`src/rtl/fmap_scan_reader_pkg.sv`:
```
// rtl/fmap_scan_reader_pkg.sv - shared types for the feature-map tile scan sequencers
package fmap_scan_reader_pkg;

    localparam int FMAP_RAM_WIDTH = 16;
    localparam int FMAP_ADDR_BITS = 10;
    localparam int FMAP_DIM_BITS  = 6;

    typedef enum logic [1:0] {
        SCAN_IDLE,
        SCAN_RUN,
        SCAN_DRAIN
    } scan_state_t;

    // Tile descriptor shared with the write-side loader.
    typedef struct packed {
        logic [FMAP_ADDR_BITS-1:0] base;
        logic [FMAP_DIM_BITS-1:0]  rows;
        logic [FMAP_DIM_BITS-1:0]  cols;
        logic [FMAP_DIM_BITS-1:0]  chans;
    } tile_desc_t;

    // A tile with any zero dimension holds no words.
    function automatic logic tile_is_empty(input logic [FMAP_DIM_BITS-1:0] r,
                                           input logic [FMAP_DIM_BITS-1:0] c,
                                           input logic [FMAP_DIM_BITS-1:0] ch);
        return (r == '0) || (c == '0) || (ch == '0);
    endfunction

endpackage

```
`src/rtl/fmap_scan_reader_if.sv`:
```
// rtl/fmap_scan_reader_if.sv - output word stream with row/tile markers
interface fmap_scan_reader_if #(
    parameter int RAM_WIDTH = 16
);
    logic [RAM_WIDTH-1:0] out_data;
    logic                 out_valid;
    logic                 out_ready;
    logic                 out_eol;
    logic                 out_last;

    modport master (
        output out_data,
        output out_valid,
        output out_eol,
        output out_last,
        input  out_ready
    );

    modport slave (
        input  out_data,
        input  out_valid,
        input  out_eol,
        input  out_last,
        output out_ready
    );
endinterface

```
`src/rtl/fmap_scan_reader_tile_counter3.sv`:
```
// rtl/fmap_scan_reader_tile_counter3.sv - nested col/row/chan counter with eol/last flags
module tile_counter3 #(
    parameter int DIM_BITS = 6
) (
    input  logic                clock,
    input  logic                reset,
    input  logic                clear,
    input  logic                advance,
    input  logic [DIM_BITS-1:0] cols_m1,
    input  logic [DIM_BITS-1:0] rows_m1,
    input  logic [DIM_BITS-1:0] chans_m1,
    output logic                eol,
    output logic                last
);

    localparam logic [DIM_BITS-1:0] DIM_ONE = 1;

    logic [DIM_BITS-1:0] col;
    logic [DIM_BITS-1:0] row;
    logic [DIM_BITS-1:0] chan;

    assign eol  = (col == cols_m1);
    assign last = eol && (row == rows_m1) && (chan == chans_m1);

    // Column steps fastest, carrying into row and then channel.
    always_ff @(posedge clock) begin
        if (reset || clear) begin
            col  <= '0;
            row  <= '0;
            chan <= '0;
        end else if (advance) begin
            if (col == cols_m1) begin
                col <= '0;
                if (row == rows_m1) begin
                    row  <= '0;
                    chan <= (chan == chans_m1) ? '0 : chan + DIM_ONE;
                end else begin
                    row <= row + DIM_ONE;
                end
            end else begin
                col <= col + DIM_ONE;
            end
        end
    end

endmodule

```
`src/rtl/fmap_scan_reader.sv`:
```
// rtl/fmap_scan_reader.sv - walks a tile in the feature-map RAM and streams its words
module fmap_scan_reader
    import fmap_scan_reader_pkg::*;
#(
    parameter int RAM_WIDTH     = FMAP_RAM_WIDTH,
    parameter int RAM_ADDR_BITS = FMAP_ADDR_BITS,
    parameter int DIM_BITS      = FMAP_DIM_BITS
) (
    input  logic                     clock,
    input  logic                     reset,
    input  logic                     start,
    input  logic [RAM_ADDR_BITS-1:0] base_addr,
    input  logic [DIM_BITS-1:0]      rows,
    input  logic [DIM_BITS-1:0]      cols,
    input  logic [DIM_BITS-1:0]      chans,
    output logic [RAM_ADDR_BITS-1:0] read_address,
    input  logic [RAM_WIDTH-1:0]     ram_data,
    output logic                     busy,
    output logic                     done,
    fmap_scan_reader_if.master       stream
);

    localparam logic [RAM_ADDR_BITS-1:0] ADDR_ONE = 1;
    localparam logic [DIM_BITS-1:0]      DIM_ONE  = 1;

    scan_state_t              state;
    scan_state_t              next_state;
    tile_desc_t               desc;
    logic [RAM_ADDR_BITS-1:0] offset;
    logic                     ld;
    logic                     cnt_eol;
    logic                     cnt_last;
    logic                     start_ok;

    // The output register may take a new word when empty or being drained this cycle.
    assign ld           = (state == SCAN_RUN) && (!stream.out_valid || stream.out_ready);
    assign start_ok     = (state == SCAN_IDLE) && start;
    assign read_address = desc.base + offset;
    assign busy         = (state != SCAN_IDLE);

    tile_counter3 #(
        .DIM_BITS (DIM_BITS)
    ) u_counter (
        .clock    (clock),
        .reset    (reset),
        .clear    (start_ok),
        .advance  (ld),
        .cols_m1  (desc.cols - DIM_ONE),
        .rows_m1  (desc.rows - DIM_ONE),
        .chans_m1 (desc.chans - DIM_ONE),
        .eol      (cnt_eol),
        .last     (cnt_last)
    );

    // State register.
    always_ff @(posedge clock) begin
        if (reset) begin
            state <= SCAN_IDLE;
        end else begin
            state <= next_state;
        end
    end

    // Next-state: empty tiles never leave IDLE; DRAIN waits for the final handshake.
    always_comb begin
        next_state = state;
        case (state)
            SCAN_IDLE: begin
                if (start && !tile_is_empty(rows, cols, chans)) begin
                    next_state = SCAN_RUN;
                end
            end
            SCAN_RUN: begin
                if (ld && cnt_last) begin
                    next_state = SCAN_DRAIN;
                end
            end
            SCAN_DRAIN: begin
                if (stream.out_valid && stream.out_ready) begin
                    next_state = SCAN_IDLE;
                end
            end
            default: next_state = SCAN_IDLE;
        endcase
    end

    // Descriptor latch, address offset, output register and done pulse.
    always_ff @(posedge clock) begin
        if (reset) begin
            desc             <= '0;
            offset           <= '0;
            stream.out_data  <= '0;
            stream.out_valid <= 1'b0;
            stream.out_eol   <= 1'b0;
            stream.out_last  <= 1'b0;
            done             <= 1'b0;
        end else begin
            done <= 1'b0;
            case (state)
                SCAN_IDLE: begin
                    if (start) begin
                        desc.base  <= base_addr;
                        desc.rows  <= rows;
                        desc.cols  <= cols;
                        desc.chans <= chans;
                        offset     <= '0;
                        done       <= tile_is_empty(rows, cols, chans);
                    end
                end
                SCAN_RUN: begin
                    if (ld) begin
                        stream.out_data  <= ram_data;
                        stream.out_valid <= 1'b1;
                        stream.out_eol   <= cnt_eol;
                        stream.out_last  <= cnt_last;
                        offset           <= offset + ADDR_ONE;
                    end
                end
                SCAN_DRAIN: begin
                    if (stream.out_valid && stream.out_ready) begin
                        stream.out_valid <= 1'b0;
                        stream.out_eol   <= 1'b0;
                        stream.out_last  <= 1'b0;
                        done             <= 1'b1;
                    end
                end
                default: ;
            endcase
        end
    end

endmodule

```
`src/flat_wrapper.sv`:
```
// flat-port wrapper written by rule: the top's interface ports become plain ports
module fmap_scan_reader_flat import fmap_scan_reader_pkg::*;
#(
    parameter int RAM_WIDTH     = FMAP_RAM_WIDTH,
    parameter int RAM_ADDR_BITS = FMAP_ADDR_BITS,
    parameter int DIM_BITS      = FMAP_DIM_BITS
)
  (clock, reset, start, base_addr, rows, cols, chans, read_address, ram_data, busy, done, stream_out_data, stream_out_valid, stream_out_eol, stream_out_last, stream_out_ready);
  fmap_scan_reader_if #(.RAM_WIDTH(RAM_WIDTH)) stream_i ();
  input  logic clock;
  input  logic reset;
  input  logic start;
  input  logic [RAM_ADDR_BITS-1:0] base_addr;
  input  logic [DIM_BITS-1:0] rows;
  input  logic [DIM_BITS-1:0] cols;
  input  logic [DIM_BITS-1:0] chans;
  output logic [RAM_ADDR_BITS-1:0] read_address;
  input  logic [RAM_WIDTH-1:0] ram_data;
  output logic busy;
  output logic done;
  output wire logic [$bits(stream_i.out_data)-1:0] stream_out_data;
  output wire logic [$bits(stream_i.out_valid)-1:0] stream_out_valid;
  output wire logic [$bits(stream_i.out_eol)-1:0] stream_out_eol;
  output wire logic [$bits(stream_i.out_last)-1:0] stream_out_last;
  input wire logic [$bits(stream_i.out_ready)-1:0] stream_out_ready;
  assign stream_out_data = stream_i.out_data;
  assign stream_out_valid = stream_i.out_valid;
  assign stream_out_eol = stream_i.out_eol;
  assign stream_out_last = stream_i.out_last;
  assign stream_i.out_ready = stream_out_ready;
  fmap_scan_reader #(.RAM_WIDTH(RAM_WIDTH), .RAM_ADDR_BITS(RAM_ADDR_BITS), .DIM_BITS(DIM_BITS)) u_core (.clock(clock), .reset(reset), .start(start), .base_addr(base_addr), .rows(rows), .cols(cols), .chans(chans), .read_address(read_address), .ram_data(ram_data), .busy(busy), .done(done), .stream(stream_i));
endmodule
```
`config.mk`:
```
export PLATFORM = sky130hd
export DESIGN_NAME = fmap_scan_reader_flat
export DESIGN_NICKNAME = d
export VERILOG_FILES = /design/src/rtl/fmap_scan_reader_pkg.sv /design/src/rtl/fmap_scan_reader_if.sv /design/src/rtl/fmap_scan_reader_tile_counter3.sv /design/src/rtl/fmap_scan_reader.sv /design/src/flat_wrapper.sv
export SDC_FILE = /design/constraint.sdc
export NUM_CORES = 1
export LEC_CHECK = 0
export ABC_AREA = 1
export CORE_ASPECT_RATIO = 0.9
export CORE_MARGIN = 2
export CORE_UTILIZATION = 35
export CTS_BUF_LIST = sky130_fd_sc_hd__clkbuf_2 sky130_fd_sc_hd__clkbuf_4 sky130_fd_sc_hd__clkbuf_8
export DETAILED_ROUTE_END_ITERATION = 10
export HOLD_SLACK_MARGIN = 0.06
export SLEW_MARGIN = 20
export SYNTH_ARGS = -nofsm -noshare
export SYNTH_HDL_FRONTEND = slang
export SYNTH_SLANG_ARGS = --single-unit
```
`constraint.sdc`:
```
create_clock -name clock -period 5.5 [get_ports clock]
set_input_delay 0.825 -clock clock [delete_from_list [all_inputs] [get_ports clock]]
set_output_delay 0.825 -clock clock [all_outputs]
set_load 0.005 [all_outputs]
```
==> reports/qor.csv <==
stage,metric,value,unit
sta,fin_crit_sh,0.6660,
detailed_routing,wirelength,10130,microns
grt,grt_pass1_vias,3700,
detailed_routing,wl_per_cell,12.27,microns
sta,setup_viol,0,
grt,grt_pass1_wl,17080,microns
die,core,11480,sq um
sta,setup_tns,0,ps
detailed_routing,drt-initial-drc-count,144,
logic_synthesis,synth_top_area_share,0.3774,
detailed_routing,avgViaCountPerCell,4.672,
placement,hpwl,7774,microns
setup_path,critPathKind,register to output port,
logic_synthesis,synth_cells,591,
cts,clock-sinks,78,
die,ios,79,
setup_path,cpMostUsedCell,nand2_1,
placement,place_worst_setup_slack,2213,ps
logic_synthesis,synth_area,4138,sq um
detailed_routing,dr_wl_met2,4375,microns
logic_synthesis,synth-seq-cells,78,
setup_path,slowest_stage,clkdlybuf4s50_1,
cts,cts_tree,done,
logic_synthesis,yosys.area_share.simple,0.2858,
logic_synthesis,synthArstFlopShare,0,
detailed_routing,ant_nets,0,
logic_synthesis,synth-adder-area-share,0.06229,
run_status,status,completed,
grt,grt_antenna_before_repair,0,
logic_synthesis,synth-edff-count,0,
detailed_routing,dr.pass1.iters,4,
final_layout,final_area,5240,sq um
logic_synthesis,synth_top_family_by_area,simple AND/OR/NAND/NOR gates,
final_layout,area_growth,26.64,%
sta,max_slew_margin,0.5492,
final_layout,final_nets,734,
logic_synthesis,synth_ff_type,dfxtp_1,
setup_path,arrival,2840,ps
die,start_util,0.3604,
die,row_count,37,
placement,port-buffer-count,78,
final_layout,nFillCells,1217,
die,die_w,118.6,microns
setup_path,cp_cell_sequence,ha_1 -> inv_1 -> fa_1 -> o21ai_0 -> nand2_1 -> nand2_1 -> a21oi_1 -> o21bai_1 -> a21o_1 -> nand2_1 -> nand2_1 -> clkdlybuf4s50_1,
sta,maxSlewViolCount,0,
grt,grt_use_total,0.1645,
detailed_routing,wl_met3,561,microns
sta,rsz0062_at_grt,false,
sta,skew,9.172,ps
sta,worst_slack,1837,ps
detailed_routing,highest_layer,met4,
placement,gp_congestion,0.8212,
cts,htreeDepth,3,
setup_path,path_max_fanout,3,
die,dieArea,12710,sq um
logic_synthesis,synthesis.nets,659,
logic_synthesis,synthTopCellsByArea,"dfxtp_1 (38%), nor2_1 (9.6%), nand2_1 (9.3%), o21ai_0 (6.5%), ha_1 (5.7%)",
logic_synthesis,synth_seq_area_share,0.3774,
power_and_ir_drop,p_leak,2.182,nW
setup_path,required,4680,ps
cts,clkLatencyLatePin,350,ps
placement,dpl-instance-area,5066,sq um
cts,root_buffer,clkbuf_8,
logic_synthesis,synth_compound_area_frac,0.1385,
setup_path,start_kind,register,
detailed_routing,drc,0,
cts,clockBufferDepth,2,
setup_path,setup.worst_path.end_class,output port,
grt,grt_remaining_overflow,0,
logic_synthesis,synth_common_cells,"nor2_1 (106), nand2_1 (102), dfxtp_1 (78)",
logic_synthesis,synth_xor_area_frac,0.05927,
logic_synthesis,synthMuxAreaShare,0,
sta,hold_violations,0,
sta,period_minus_slack,3663,ps
logic_synthesis,yosysMostFrequentCell,nor2_1,
flow_run,drv_cap,0,
worst_hold_path,hold_class,register to register,
final_layout,drive_above_1_share,0.05522,
cts,cts_buffers,9,
sta,worst_pin_slew,674.6,ps
logic_synthesis,yosys.area.top_type,dfxtp_1,
cts,post_cts_buffers,0,
grt,grt_max_degree,32,
cts,cts_resized,0,
cts,hold_buffers,0,
power_and_ir_drop,power.density,267.7,nW/um^2
logic_synthesis,synthDistinctLibCells,32,
setup_path,slowest_delay,490,ps
power_and_ir_drop,ir_drop,0.0001165,V
final_layout,num_antenna_cells,0,
sta,fmax,273.0,MHz
logic_synthesis,yosysWarningCount,0,
die,die-height,107.2,microns
detailed_routing,met1Wirelength,5050,microns
detailed_routing,via_count,3859,
logic_synthesis,syn_area_per_cell,7.001,sq um
cts,clk_pin_slew_worst_paths,70,ps
metrics by stage:
stage | total power [mW] | util | hold WS [ps] | cells
floorplan | 0.8728 | - | 448.0 | 591
global route | 1.498 | 0.4564 | 497.6 | 826
global placement | 1.022 | 0.4413 | 471.5 | 811
detailed placement | 1.028 | 0.4413 | 472.8 | 811
CTS | 1.425 | 0.4564 | 484.1 | 826
finish | 1.403 | 0.4564 | 483.3 | 826
cell type report:
class                   instances  area [sq um]  area share
clock buffers                  11         151.4     0.02889
clock inverters                 4         22.52    0.004298
inverters                      68         255.2     0.04871
multi-input cells             429          2258      0.4310
flip-flops and latches         78          1562      0.2980
well taps                     156         195.2     0.03725
repair buffers                 80         795.8      0.1519
critical path: cells and delay by family (launching register included):
| family | cells | cell delay [ps] |
|---|---|---|
| adder cells (fa/ha/maj) | 2 | 620 |
| flip-flops | 1 | 370 |
| AO/OA/AOI/OAI | 4 | 670 |
| buffers and inverters | 2 | 570 |
| AND/OR/NAND/NOR | 4 | 270 |
placed cells by master (no fill, tap or decap), types with 7 or more instances in the layout:
master | Yosys | layout
nand2_1 | 102 | 102
a21oi_1 | 41 | 41
dfxtp_1 | 78 | 78
clkdlybuf4s50_1 | 0 | 78
o21ai_0 | 54 | 54
clkbuf_8 | 0 | 11
nor2_1 | 106 | 106
ha_1 | 19 | 19
inv_1 | 60 | 60
nand3_1 | 32 | 32
nor3_1 | 7 | 7
xor2_1 | 24 | 24
inv_2 | 8 | 8
nand4_1 | 10 | 10
power by group:
| group | switching (mW) | total [mW] | internal [mW] | leakage (nW) |
|---|---|---|---|---|
| registers | 0.0316 | 0.645 | 0.613 | 0.639 |
| clock network | 0.203 | 0.387 | 0.184 | 0.0910 |
| logic | 0.202 | 0.371 | 0.169 | 1.45 |
cells by family (layout without fill, tap and decap cells):
kind of cell / after synthesis / count (layout)
xor gates and xnor gates: 28 / 28
adders and majority gates: 20 / 20
and+or+nand+nor: 273 / 273
DFF: 78 / 78
AOI/OAI and AO/OA: 108 / 108
buffers and inverters: 84 / 163
registers in the layout (all words and copies together), names as in the netlist:
name and flops:
u_core.u_counter.chan 6, u_core.desc 28, u_core.stream.out_last 1, u_core.stream.out_valid 1
u_core.stream.out_eol 1, u_core.u_counter.col 6, u_core.done 1, u_core.state 2
u_core.stream.out_data 16, u_core.offset 10, u_core.u_counter.row 6
routing by layer:
metal	up-vias	track usage
met5	-	0
met4	0	0.05272
met3	11	0.05160
met2	75	0.2586
met1	1713	0.2149
li1	2060	-
worst paths after layout:
check                        start                 endpoint  slack (ps)  depth (start not counted)
setup / recovery  u_core.offset[0]          read_address[8]        1840                         12
hold / removal     u_core.desc[13]          u_core.desc[13]         480                          2
setup reg to reg   u_core.state[1]  u_core.u_counter.col[5]        2920                          9
hold reg to reg    u_core.desc[13]          u_core.desc[13]         480                          2
No activity file was read; power rests on OpenSTA's default activity.
